===== src/rtl/rice_core_pkg.sv =====
// rice_core_pkg
// Shared types for the rice core CSR access path.
//   CSR_ADDR_W                 : width of a CSR address on the CSR bus
//   rice_core_csr_operation    : CSR op encoding, same as funct3[1:0]
//   rice_core_privilege_level  : privilege level encoding (U/S/M)
package rice_core_pkg;

  localparam int CSR_ADDR_W = 12;

  // Encoding mirrors funct3[1:0] so the decoder can pass the bits straight through
  typedef enum logic [1:0] {
    CSR_RW = 2'd1,
    CSR_RS = 2'd2,
    CSR_RC = 2'd3
  } rice_core_csr_operation;

  typedef enum logic [1:0] {
    PRIV_USER       = 2'd0,
    PRIV_SUPERVISOR = 2'd1,
    PRIV_RESERVED   = 2'd2,
    PRIV_MACHINE    = 2'd3
  } rice_core_privilege_level;

endpackage


===== src/rtl/rice_bus_if.sv =====
// rice_bus_if
// Non-posted request/response bus used between the core and its environment.
//   request_valid/request_ready   : request handshake
//   address, write, write_data    : request payload
//   response_valid/response_ready : response handshake
//   read_data, error              : response payload
interface rice_bus_if #(
  parameter int ADDR_W = 12,
  parameter int DATA_W = 32
);

  logic              request_valid;
  logic              request_ready;
  logic [ADDR_W-1:0] address;
  logic              write;
  logic [DATA_W-1:0] write_data;
  logic              response_valid;
  logic              response_ready;
  logic [DATA_W-1:0] read_data;
  logic              error;

  modport master (
    output request_valid, address, write, write_data, response_ready,
    input  request_ready, response_valid, read_data, error
  );

  modport slave (
    input  request_valid, address, write, write_data, response_ready,
    output request_ready, response_valid, read_data, error
  );

endinterface


===== src/rtl/rice_core_csr_access.sv =====
// rice_core_csr_access
// Executes one CSRRW/CSRRS/CSRRC (or immediate form) at a time by issuing a
// read and/or write on the CSR bus, returning the old CSR value for rd or an
// illegal-instruction flag.
//
// Ports:
//   i_clk, i_rst            : clock, synchronous active-high reset
//   i_enable                : core enable; low aborts the operation
//   i_privilege_level       : current privilege level
//   i_valid                 : operation request, taken only while o_busy is low
//   i_operation, i_address  : CSR op and address
//   i_source                : rs1 value or zero-extended uimm
//   i_source_is_zero        : rs1 is x0 / uimm is 0 (suppresses set/clear write)
//   i_rd_is_zero            : rd is x0 (suppresses CSRRW read)
//   o_busy, o_done          : operation in flight / one-cycle completion pulse
//   o_read_data, o_illegal  : old CSR value and illegal flag, valid with o_done
//   csr_if                  : CSR bus master port
//
// Optional feature: define RICE_CORE_CSR_ACCESS_CHECK_EN to reject accesses
// above the current privilege level and writes to read-only CSRs before any
// bus traffic. Without it, illegality comes only from bus error responses.
module rice_core_csr_access
  import rice_core_pkg::*;
#(
  parameter int XLEN = 32
) (
  input  logic                  i_clk,
  input  logic                  i_rst,
  input  logic                  i_enable,
  input  logic [1:0]            i_privilege_level,
  input  logic                  i_valid,
  input  logic [1:0]            i_operation,
  input  logic [CSR_ADDR_W-1:0] i_address,
  input  logic [XLEN-1:0]       i_source,
  input  logic                  i_source_is_zero,
  input  logic                  i_rd_is_zero,
  output logic                  o_busy,
  output logic                  o_done,
  output logic [XLEN-1:0]       o_read_data,
  output logic                  o_illegal,
  rice_bus_if.master            csr_if
);

  typedef enum logic [2:0] {
    IDLE,
    READ_REQ,
    READ_RSP,
    WRITE_REQ,
    WRITE_RSP,
    DONE
  } state_t;

  state_t                 state;
  rice_core_csr_operation op_q;
  logic [XLEN-1:0]        source_q;
  logic                   do_write_q;
  logic                   abort_q;
  logic                   busy_q;
  logic                   done_q;
  logic                   illegal_q;
  logic [XLEN-1:0]        read_data_q;
  logic                   req_valid_q;
  logic                   write_q;
  logic [CSR_ADDR_W-1:0]  address_q;
  logic [XLEN-1:0]        write_data_q;
  logic                   rsp_ready_q;

  rice_core_csr_operation op_in;
  logic                   accept_do_read;
  logic                   accept_do_write;
  logic                   precheck_fail;

  // New CSR value: RW replaces, RS sets bits, RC clears bits
  function automatic logic [XLEN-1:0] merge_write_data(
    input rice_core_csr_operation op,
    input logic [XLEN-1:0]        old_value,
    input logic [XLEN-1:0]        source
  );
    case (op)
      CSR_RW:  return source;
      CSR_RS:  return old_value | source;
      CSR_RC:  return old_value & ~source;
      default: return old_value;
    endcase
  endfunction

  assign op_in = rice_core_csr_operation'(i_operation);

  // Decide which bus transactions an incoming operation needs. CSRRW to x0
  // skips the read; set/clear with a zero source skips the write.
  always_comb begin
    accept_do_read  = !((op_in == CSR_RW) && i_rd_is_zero);
    accept_do_write = (op_in == CSR_RW) || !i_source_is_zero;
`ifdef RICE_CORE_CSR_ACCESS_CHECK_EN
    // address[9:8] is the lowest privilege allowed; address[11:10]==11 is read-only
    precheck_fail = (i_address[9:8] > i_privilege_level) ||
                    ((i_address[11:10] == 2'b11) && accept_do_write);
`else
    precheck_fail = 1'b0;
`endif
  end

`ifndef RICE_CORE_CSR_ACCESS_CHECK_EN
  logic unused_privilege;
  assign unused_privilege = ^i_privilege_level;
`endif

  // Main sequencer. Every output is a register so the bus sees clean,
  // stable payloads while a request waits for ready. An abort (enable low)
  // never leaves a response outstanding: once a request has been accepted
  // the response handshake is always completed before returning to IDLE.
  always_ff @(posedge i_clk) begin
    if (i_rst) begin
      state        <= IDLE;
      op_q         <= CSR_RW;
      source_q     <= '0;
      do_write_q   <= 1'b0;
      abort_q      <= 1'b0;
      busy_q       <= 1'b0;
      done_q       <= 1'b0;
      illegal_q    <= 1'b0;
      read_data_q  <= '0;
      req_valid_q  <= 1'b0;
      write_q      <= 1'b0;
      address_q    <= '0;
      write_data_q <= '0;
      rsp_ready_q  <= 1'b0;
    end else begin
      case (state)
        IDLE: begin
          if (i_valid && i_enable) begin
            op_q        <= op_in;
            source_q    <= i_source;
            do_write_q  <= accept_do_write;
            abort_q     <= 1'b0;
            busy_q      <= 1'b1;
            illegal_q   <= 1'b0;
            read_data_q <= '0;
            address_q   <= i_address;
            if (precheck_fail) begin
              illegal_q <= 1'b1;
              done_q    <= 1'b1;
              state     <= DONE;
            end else if (accept_do_read) begin
              req_valid_q <= 1'b1;
              write_q     <= 1'b0;
              state       <= READ_REQ;
            end else begin
              req_valid_q  <= 1'b1;
              write_q      <= 1'b1;
              write_data_q <= i_source;
              state        <= WRITE_REQ;
            end
          end
        end

        // A request that is accepted in the same cycle enable drops still
        // owes a response, so it goes to the response state marked aborted.
        READ_REQ, WRITE_REQ: begin
          if (csr_if.request_ready) begin
            req_valid_q <= 1'b0;
            rsp_ready_q <= 1'b1;
            abort_q     <= !i_enable;
            state       <= (state == READ_REQ) ? READ_RSP : WRITE_RSP;
          end else if (!i_enable) begin
            req_valid_q <= 1'b0;
            busy_q      <= 1'b0;
            state       <= IDLE;
          end
        end

        READ_RSP, WRITE_RSP: begin
          if (csr_if.response_valid) begin
            rsp_ready_q <= 1'b0;
            if (abort_q || !i_enable) begin
              busy_q <= 1'b0;
              state  <= IDLE;
            end else if (csr_if.error) begin
              illegal_q   <= 1'b1;
              read_data_q <= '0;
              done_q      <= 1'b1;
              state       <= DONE;
            end else if ((state == READ_RSP) && do_write_q) begin
              read_data_q  <= csr_if.read_data;
              req_valid_q  <= 1'b1;
              write_q      <= 1'b1;
              write_data_q <= merge_write_data(op_q, csr_if.read_data, source_q);
              state        <= WRITE_REQ;
            end else begin
              if (state == READ_RSP) begin
                read_data_q <= csr_if.read_data;
              end
              done_q <= 1'b1;
              state  <= DONE;
            end
          end else if (!i_enable) begin
            abort_q <= 1'b1;
          end
        end

        DONE: begin
          done_q    <= 1'b0;
          busy_q    <= 1'b0;
          illegal_q <= 1'b0;
          state     <= IDLE;
        end

        default: begin
          state <= IDLE;
        end
      endcase
    end
  end

  // The completion pulse is withheld if enable drops during the DONE cycle
  assign o_done      = done_q & i_enable;
  assign o_busy      = busy_q;
  assign o_illegal   = illegal_q;
  assign o_read_data = read_data_q;

  assign csr_if.request_valid  = req_valid_q;
  assign csr_if.address        = address_q;
  assign csr_if.write          = write_q;
  assign csr_if.write_data     = write_data_q;
  assign csr_if.response_ready = rsp_ready_q;

endmodule


===== src/flat_wrapper.sv =====
// flat-port wrapper written by rule: the top's interface ports become plain ports
module rice_core_csr_access_flat import rice_core_pkg::*;
#(
  parameter int XLEN = 32
)
  (i_clk, i_rst, i_enable, i_privilege_level, i_valid, i_operation, i_address, i_source, i_source_is_zero, i_rd_is_zero, o_busy, o_done, o_read_data, o_illegal, csr_if_request_valid, csr_if_address, csr_if_write, csr_if_write_data, csr_if_response_ready, csr_if_request_ready, csr_if_response_valid, csr_if_read_data, csr_if_error);
  rice_bus_if #(.ADDR_W(12), .DATA_W(XLEN)) csr_if_i ();
  input  logic i_clk;
  input  logic i_rst;
  input  logic i_enable;
  input  logic [1:0] i_privilege_level;
  input  logic i_valid;
  input  logic [1:0] i_operation;
  input  logic [CSR_ADDR_W-1:0] i_address;
  input  logic [XLEN-1:0] i_source;
  input  logic i_source_is_zero;
  input  logic i_rd_is_zero;
  output logic o_busy;
  output logic o_done;
  output logic [XLEN-1:0] o_read_data;
  output logic o_illegal;
  output wire logic [$bits(csr_if_i.request_valid)-1:0] csr_if_request_valid;
  output wire logic [$bits(csr_if_i.address)-1:0] csr_if_address;
  output wire logic [$bits(csr_if_i.write)-1:0] csr_if_write;
  output wire logic [$bits(csr_if_i.write_data)-1:0] csr_if_write_data;
  output wire logic [$bits(csr_if_i.response_ready)-1:0] csr_if_response_ready;
  input wire logic [$bits(csr_if_i.request_ready)-1:0] csr_if_request_ready;
  input wire logic [$bits(csr_if_i.response_valid)-1:0] csr_if_response_valid;
  input wire logic [$bits(csr_if_i.read_data)-1:0] csr_if_read_data;
  input wire logic [$bits(csr_if_i.error)-1:0] csr_if_error;
  assign csr_if_request_valid = csr_if_i.request_valid;
  assign csr_if_address = csr_if_i.address;
  assign csr_if_write = csr_if_i.write;
  assign csr_if_write_data = csr_if_i.write_data;
  assign csr_if_response_ready = csr_if_i.response_ready;
  assign csr_if_i.request_ready = csr_if_request_ready;
  assign csr_if_i.response_valid = csr_if_response_valid;
  assign csr_if_i.read_data = csr_if_read_data;
  assign csr_if_i.error = csr_if_error;
  rice_core_csr_access #(.XLEN(XLEN)) u_core (.i_clk(i_clk), .i_rst(i_rst), .i_enable(i_enable), .i_privilege_level(i_privilege_level), .i_valid(i_valid), .i_operation(i_operation), .i_address(i_address), .i_source(i_source), .i_source_is_zero(i_source_is_zero), .i_rd_is_zero(i_rd_is_zero), .o_busy(o_busy), .o_done(o_done), .o_read_data(o_read_data), .o_illegal(o_illegal), .csr_if(csr_if_i));
endmodule

===== config.mk =====
export PLATFORM = sky130hd
export DESIGN_NAME = rice_core_csr_access_flat
export DESIGN_NICKNAME = d
export VERILOG_FILES = /design/src/rtl/rice_core_pkg.sv /design/src/rtl/rice_bus_if.sv /design/src/rtl/rice_core_csr_access.sv /design/src/flat_wrapper.sv
export SDC_FILE = /design/constraint.sdc
export NUM_CORES = 1
export LEC_CHECK = 0
export ABC_AREA = 1
export BUFFER_PORTS_ARGS = -buffer_cell sky130_fd_sc_hd__buf_2
export CELL_PAD_IN_SITES_DETAIL_PLACEMENT = 0
export CELL_PAD_IN_SITES_GLOBAL_PLACEMENT = 2
export CORE_MARGIN = 1.5
export CORE_UTILIZATION = 29
export DETAILED_ROUTE_END_ITERATION = 12
export HOLD_SLACK_MARGIN = 0.05
export PLACE_DENSITY = 0.95
export SLEW_MARGIN = 20
export SYNTH_ARGS = -nofsm -noshare
export SYNTH_HDL_FRONTEND = slang
export SYNTH_SLANG_ARGS = --single-unit

===== constraint.sdc =====
create_clock -name i_clk -period 2.4 [get_ports i_clk]
set_clock_uncertainty 0.1 [all_clocks]
set_input_delay 0.48 -clock i_clk [delete_from_list [all_inputs] [get_ports i_clk]]
set_output_delay 0.48 -clock i_clk [all_outputs]
set_load 0.01 [all_outputs]

==> qor.txt, run 1 <==
Outcome -> completed
Setup Viol. Count Final -> 0
# IOs -> 171
DR vias/cell -> 4.41
Initial antenna violation count -> 0
Top_reg_cell synth -> dfxtp_1
WP data arrival -> 2.36 ns
Unrepaired setup endpoints after global routing -> false
Die Y -> 149 µm
Slew Limit Fails -> 0
Worst path slowest cell -> inv_1
Placer Congestion -> 0.820
Tot GR Track Use -> 0.179
Via count -> 6260
Input/output buffers -> 168
CTS Sinks -> 121
Gr ovfl total -> 0
Hold_ws -> 0.181 ns
Post-route ant nets -> 0
Final hold vios -> 0
Sum Neg Setup Slack -> 0 ns
CORE AREA -> 0.0210 mm²
Total Routed Length -> 19600 µm
Number of global-route vias before repair -> 5756
Post-CTS Setup Bufs -> 0
Overall power -> 7.27 mW
Worst path max stage delay -> 0.71 ns
Fmax -> 0.473 GHz
Mapped Nets -> 1072
Layout cells sized above 1 -> 0.210
Root Buffer -> clkbuf_16
Max-Cap Viols -> 0
Mapped cell area -> 0.00617 mm²
Cell Pwr Density -> 922 mW/mm²
P_leak -> 4.13 nW
First-pass GRT wire length -> 30600 µm
Number of DRC markers in iteration 0 -> 318
Clock Tree Buf Depth -> 2
Worst VDD drop -> 0.422 mV
Initial core utilization -> 0.294
Worst min path class -> primary input to flip-flop
Worst Setup Path Type -> flip-flop to flip-flop
Dpl hpwl -> 13400 µm
Largest net degree at the start of global routing -> 52
Cell row count -> 53
Crit end category -> flip-flop
Final cycle utilization of the critical path -> 0.880
Die ar. -> 0.0222 mm²
Warnings from Yosys -> 0
TritonCTS clock tree -> built
Clock slew at reported path FFs -> 0.06 ns
Wire length per cell -> 13.8 µm
Mean Syn Cell Area -> 6.28 µm²
Ant diodes -> 0
Share of flip-flops with an asynchronous set or reset -> 0
Register bit count reported by yosys -> 121
CP cell instances -> nand3_2, nand2_4, nand2_1, inv_1, a21oi_1, nor2_1
H-tree Lvls -> 4
Post-CTS Hold Buffers -> 0
Bufs and invs on worst path -> 1
Post-synth EDFFs -> 0
Number of remaining DRC errors -> 0
Skew-Pair Late Insertion Delay -> 0.42 ns
Register area share after synthesis -> 0.393
Actual slew at the worst max-slew pin -> 0.963 ns
Biggest area consumer among synthesized cells -> dfxtp_1
Die width -> 149 µm
Fin nets -> 1220
Synth area leaders -> dfxtp_1 (39%), nand2_1 (15%), nor2_1 (11%), a21oi_1 (7.7%), inv_1 (6.4%)
Area growth from synthesis to final layout -> 27.8%
Post-CTS sizing -> 0
CP Max Fanout -> 22
Yosys cell types -> 25
Mapped Cells -> 983
Synth top area share -> 0.393
CTS Buf Count -> 17
Fin util -> 0.376
CP top delay family -> buffers and inverters
Worst setup SP type -> flip-flop
Final worst path period need -> 2.11 ns
DR pass1 iterations -> 5
Slew HR -> 0.357
Worst EP required -> 2.65 ns
[per-layer routing]
metal  track usage  vias to the layer above  wire, µm
li1              -                     3359         -
met1         0.239                     2747      9460
met2         0.290                      142      8980
met3        0.0336                       12       966
met4        0.0584                        0       197
met5             0                        -         0
[per-stage QoR]
stage	std cells	setup slack [ns]	cell area, µm²
final	1419	0.287	7880
after detailed placement	1387	0.311	7270
after CTS	1419	0.274	7880
after floorplan	983	0.800	6170
after global routing	1419	0.109	7880
after global placement	1387	0.332	7270
[report_power, final]
group / internal, mW / switching (mW)
clock: 1.79 / 0.916
sequential: 2.33 / 0.176
combinational: 0.756 / 1.30
total: 4.88 / 2.39
[synthesized netlist by cell type, types with 2 or more instances]
cell type  count
nand2_1      252
nor2_1       184
dfxtp_1      121
inv_1        105
a21oi_1       95
nand3_1       75
o21ai_0       55
buf_2         28
clkbuf_1      19
o21bai_1      11
buf_1          6
nor2_4         5
buf_4          4
buf_6          4
inv_2          4
nand2_2        3
nand3_2        3
nand2_4        2
[cells by family after synthesis]
group,count (synthesis),share of synthesized area
buf+inv,171,0.117
compound gates,164,0.138
flops,121,0.393
simple gates,527,0.352
[registers in the layout (all words and copies together), names as in the netlist, 2 cells and up]
| register | flops |
|---|---|
| u_core.csr_if.write_data | 32 |
| u_core.o_read_data | 32 |
| u_core.source_q | 32 |
| u_core.csr_if.address | 12 |
| u_core.state | 3 |
| u_core.op_q | 2 |
[final cells by class]
| class | count | area, µm² |
|---|---|---|
| Timing Repair Buffer | 190 | 1060 |
| Fill cell | 2345 | 13100 |
| Tap cell | 275 | 344 |
| Clock inverter | 8 | 143 |
| Sequential cell | 121 | 2420 |
| Clock buffer | 24 | 472 |
| Inverter | 110 | 414 |
| Multi-Input combinational cell | 691 | 3030 |
[path summary, 6_finish.rpt]
| path | startpoint | endpoint | slack [ns] | cells past startpoint |
|---|---|---|---|---|
| max | u_core.state[2] | u_core.o_read_data[19] | 0.29 | 6 |
| min | i_address[9] | u_core.csr_if.address[9] | 0.18 | 3 |
| max reg2reg | u_core.state[2] | u_core.o_read_data[19] | 0.29 | 6 |
| min reg2reg | u_core.csr_if.write_data[31] | u_core.csr_if.write_data[31] | 0.38 | 2 |
[cells in the final DEF, fill, tap and decap left out, types with 11 or more instances in the layout]
cell and n:
clkbuf_16 17, dfxtp_1 120, buf_2 168, o21bai_1 11, nor2_1 184, inv_1 104
a21oi_1 95, nand2_1 250, buf_4 18, nand3_1 75, o21ai_0 55
[worst reg2reg max path, stage by stage, from the launching register on]
cell,delay (ns)
dfxtp_1,0.56
nand3_2,0.14
nand2_4,0.15
nand2_1,0.09
inv_1,0.71
a21oi_1,0.16
nor2_1,0.13
Note: power is estimated with default switching activity, not from simulation.
==> run 2: changes to the inputs <==
--- a/config.mk
+++ b/config.mk
@@ -14,6 +14,7 @@
 export DETAILED_ROUTE_END_ITERATION = 12
 export HOLD_SLACK_MARGIN = 0.05
 export PLACE_DENSITY = 0.95
+export REMOVE_ABC_BUFFERS = 1
 export SLEW_MARGIN = 20
 export SYNTH_ARGS = -nofsm -noshare
 export SYNTH_HDL_FRONTEND = slang
==> qor.txt, run 2 (synthesis results as in run 1) <==
Outcome -> completed
Internal power -> 5.08 mW
Max-Cap Viols -> 0
Initial core utilization -> 0.294
CP cell instances -> nand3_2, nand2_4, nand2_1, inv_1, a21oi_1, nor2_1
Sum Neg Setup Slack -> 0 ns
Post-CTS Hold Buffers -> 0
Fin util -> 0.378
DR WL met3 -> 998 µm
Total Routed Length -> 18700 µm
Multi-input logic area -> 0.00303 mm²
Largest net degree at the start of global routing -> 65
Layout cells sized above 1 -> 0.211
DR pass1 iterations -> 4
Root Buffer -> clkbuf_16
Top metal layer carrying routed signals -> met4
CP Max Fanout -> 22
Dpl hpwl -> 12300 µm
Number of fill cells -> 2329
Worst min path class -> primary input to flip-flop
Number of remaining DRC errors -> 0
Worst path max stage delay -> 0.73 ns
Area growth from synthesis to final layout -> 28.4%
Fmax -> 0.480 GHz
P_leak -> 4.15 nW
Number of global-route vias before repair -> 5812
Number of DRC markers in iteration 0 -> 362
Most frequent cells in the layout -> nand2_1 (250), nor2_1 (184), buf_2 (168), dfxtp_1 (120), inv_1 (104)
Wire length per cell -> 13.2 µm
Unrepaired setup endpoints after global routing -> false
Fin nets -> 1217
Die width -> 149 µm
Placer Congestion -> 0.841
Most common cell after layout, fill and taps aside -> nand2_1
Wire length on met1 -> 9240 µm
Die ar. -> 0.0222 mm²
WP data arrival -> 2.33 ns
CTS Sinks -> 121
CORE AREA -> 0.0210 mm²
H-tree Lvls -> 4
DR vias/cell -> 4.43
Placed standard-cell area -> 0.00725 mm²
Tot GR Track Use -> 0.174
Final instance area -> 0.00793 mm²
Die Y -> 149 µm
Via count -> 6272
Post-route ant nets -> 0
Clock Tree Buf Depth -> 2
Cell Pwr Density -> 946 mW/mm²
Hold_ws -> 0.184 ns
Final hold vios -> 0
Sequential fraction of design power -> 0.334
Initial antenna violation count -> 0
Final worst path period need -> 2.08 ns
Final cycle utilization of the critical path -> 0.868
Skew-Pair Late Insertion Delay -> 0.42 ns
Clock slew at reported path FFs -> 0.06 ns
Clk pwr share -> 0.394
Gr ovfl total -> 0
Crit end category -> flip-flop
Slew Limit Fails -> 0
First-pass GRT wire length -> 30100 µm
Setup Viol. Count Final -> 0
Slew HR -> 0.327
Reg area -> 0.00242 mm²
Worst path slowest cell -> inv_1
Combinational share of power -> 0.272
Worst Setup Path Type -> flip-flop to flip-flop
Actual slew at the worst max-slew pin -> 1.01 ns
CTS Buf Count -> 17
Sw frac -> 0.323
DR WL met2 -> 8270 µm
Post-CTS Setup Bufs -> 0
Worst setup SP type -> flip-flop
Place WS -> 0.336 ns
Worst VDD drop -> 0.467 mV
Input/output buffers -> 168
TritonCTS clock tree -> built
Worst setup margin -> 0.316 ns
Post-CTS sizing -> 0
Cell row count -> 53
# IOs -> 171
Worst EP required -> 2.65 ns
P_sw -> 2.42 mW
## run 2: metal layers
layer	track usage	vias to the layer above
li1	-	3349
met1	0.229	2761
met2	0.282	146
met3	0.0443	16
met4	0.0495	0
met5	0	-
## run 2: power by group through the flow
| stage | combinational, mW | clock (mW) | sequential, mW |
|---|---|---|---|
| 3_5_place_dp | 2.06 | 0 | 2.55 |
| 4_1_cts | 2.07 | 3.04 | 2.50 |
| 6_report | 2.04 | 2.95 | 2.50 |
| 3_3_place_gp | 2.05 | 0 | 2.54 |
| 2_1_floorplan | 1.14 | 0 | 2.66 |
| 5_1_grt | 2.33 | 3.12 | 2.54 |
## run 2: path summary, 6_finish.rpt
kind	start	to	slack [ns]	cells past startpoint
worst max-delay path	u_core.state[2]	u_core.o_read_data[30]	0.32	6
worst min register to register	u_core.done_q	u_core.done_q	0.37	1
worst max register to register	u_core.state[2]	u_core.o_read_data[30]	0.32	6
worst min-delay path	i_address[9]	u_core.csr_if.address[9]	0.18	3
## run 2: worst max-delay path, delay by kind of cell (launching register included)
family / cells / cell delay (ns)
AND/OR/NAND/NOR: 4 / 0.45
flip-flops: 1 / 0.56
buffers and inverters: 1 / 0.73
AO/OA/AOI/OAI: 1 / 0.16
## run 2: area by class of cell
type,instances,area share
multi-input combinational,691,0.383
sequential,121,0.306
timing repair buffer,187,0.130
clock buffer,20,0.0576
inverter,110,0.0523
tap,275,0.0434
clock inverter,12,0.0276
antenna,1,0.000316
## run 2: stage by stage
step	power (mW)	cells
after floorplan	3.79	922
after global placement	4.59	1384
after detailed placement	4.61	1384
after CTS	7.62	1416
after global routing	7.99	1416
final	7.50	1417
==> run 3: changes to the inputs <==
--- a/config.mk
+++ b/config.mk
@@ -7,7 +7,7 @@
 export LEC_CHECK = 0
 export ABC_AREA = 1
 export BUFFER_PORTS_ARGS = -buffer_cell sky130_fd_sc_hd__buf_2
-export CELL_PAD_IN_SITES_DETAIL_PLACEMENT = 0
+export CELL_PAD_IN_SITES_DETAIL_PLACEMENT = 2
 export CELL_PAD_IN_SITES_GLOBAL_PLACEMENT = 2
 export CORE_MARGIN = 1.5
 export CORE_UTILIZATION = 29
==> qor.txt, run 3 (synthesis results as in run 1) <==
Outcome -> completed
Worst Setup Path Type -> flip-flop to flip-flop
P_leak -> 4.09 nW
CTS Sinks -> 121
Dpl hpwl -> 16800 µm
Clock Tree Buf Depth -> 2
Final cycle utilization of the critical path -> 0.929
Max-Cap Viols -> 0
Area growth from synthesis to final layout -> 26.3%
Final hold vios -> 0
Final worst path period need -> 2.23 ns
Layout cells sized above 1 -> 0.209
Clock slew at reported path FFs -> 0.06 ns
Place WS -> 0.178 ns
Slew HR -> 0.268
Post-CTS Hold Buffers -> 0
Most frequent cells in the layout -> nand2_1 (250), nor2_1 (184), buf_2 (168), dfxtp_1 (120), inv_1 (104)
Crit end category -> flip-flop
Root Buffer -> clkbuf_16
Fin nets -> 1217
Actual slew at the worst max-slew pin -> 1.10 ns
Overall power -> 7.18 mW
Number of global-route vias before repair -> 7697
Worst VDD drop -> 0.482 mV
Worst min path class -> primary input to flip-flop
First-pass GRT wire length -> 40200 µm
Post-route ant nets -> 0
DR pass1 iterations -> 4
Worst setup margin -> 0.170 ns
Post-CTS sizing -> 0
Cell row count -> 53
Number of remaining DRC errors -> 0
Initial antenna violation count -> 1
Worst EP required -> 2.66 ns
Die ar. -> 0.0222 mm²
Fin util -> 0.372
Worst setup SP type -> flip-flop
H-tree Lvls -> 4
Multi-input logic area -> 0.00303 mm²
Reg area -> 0.00242 mm²
Slew Limit Fails -> 0
Via count -> 6963
Largest net degree at the start of global routing -> 65
# IOs -> 171
TritonCTS clock tree -> built
Sum Neg Setup Slack -> 0 ns
Tot GR Track Use -> 0.233
Wire length per cell -> 17.7 µm
CTS Buf Count -> 17
Hold_ws -> 0.177 ns
Fmax -> 0.448 GHz
Placer Congestion -> 0.841
Number of fill cells -> 2570
Number of DRC markers in iteration 0 -> 295
CORE AREA -> 0.0210 mm²
Skew-Pair Late Insertion Delay -> 0.42 ns
Cell Pwr Density -> 920 mW/mm²
Input/output buffers -> 168
CP Max Fanout -> 22
Die Y -> 149 µm
Setup Viol. Count Final -> 0
Initial core utilization -> 0.294
Gr ovfl total -> 0
Most common cell after layout, fill and taps aside -> nand2_1
WP data arrival -> 2.49 ns
Ant diodes -> 0
Post-CTS Setup Bufs -> 0
DR vias/cell -> 4.92
Die width -> 149 µm
Unrepaired setup endpoints after global routing -> false
Total Routed Length -> 25100 µm
-- run 3: cell type report --
class / count / share of cell area
repair buffers: 187 / 0.133
multi-input cells: 691 / 0.389
clock buffers: 21 / 0.0578
well taps: 275 / 0.0441
inverters: 110 / 0.0531
flip-flops and latches: 121 / 0.311
clock inverters: 11 / 0.0127
-- run 3: worst paths after layout --
kind                          startpoint                           to  slack [ns]  cells past startpoint
max                      u_core.state[2]       u_core.o_read_data[27]        0.17                      7
min                         i_address[9]     u_core.csr_if.address[9]        0.18                      3
max reg2reg              u_core.state[2]       u_core.o_read_data[27]        0.17                      7
min reg2reg  u_core.csr_if.write_data[2]  u_core.csr_if.write_data[2]        0.38                      2
-- run 3: worst max-delay path, cell delays in order, from the launching register on --
cell and delay [ns]:
dfxtp_1 0.43, nor2_4 0.18, nand2_1 0.11, nand2_4 0.12
nand2_1 0.09, inv_1 0.80, a21oi_1 0.18, nor2_1 0.15
-- run 3: power by group --
| group | switching (mW) | internal, mW | total [mW] |
|---|---|---|---|
| Clock | 0.992 | 1.45 | 2.44 |
| Sequential | 0.203 | 2.33 | 2.53 |
| Combinational | 1.46 | 0.745 | 2.20 |
-- run 3: layer usage --
metal,GRT usage,up-vias,part of all wire
li1,-,3346,-
met1,0.267,3416,0.42
met2,0.427,157,0.51
met3,0.0440,42,0.046
met4,0.0866,2,0.023
met5,0,-,0.00028
-- run 3: per-stage QoR --
step | cell area (µm²) | cells
detailed placement | 7250 | 1384
global placement | 7250 | 1384
floorplan | 5860 | 922
global route | 7800 | 1416
CTS | 7800 | 1416
finish | 7800 | 1416
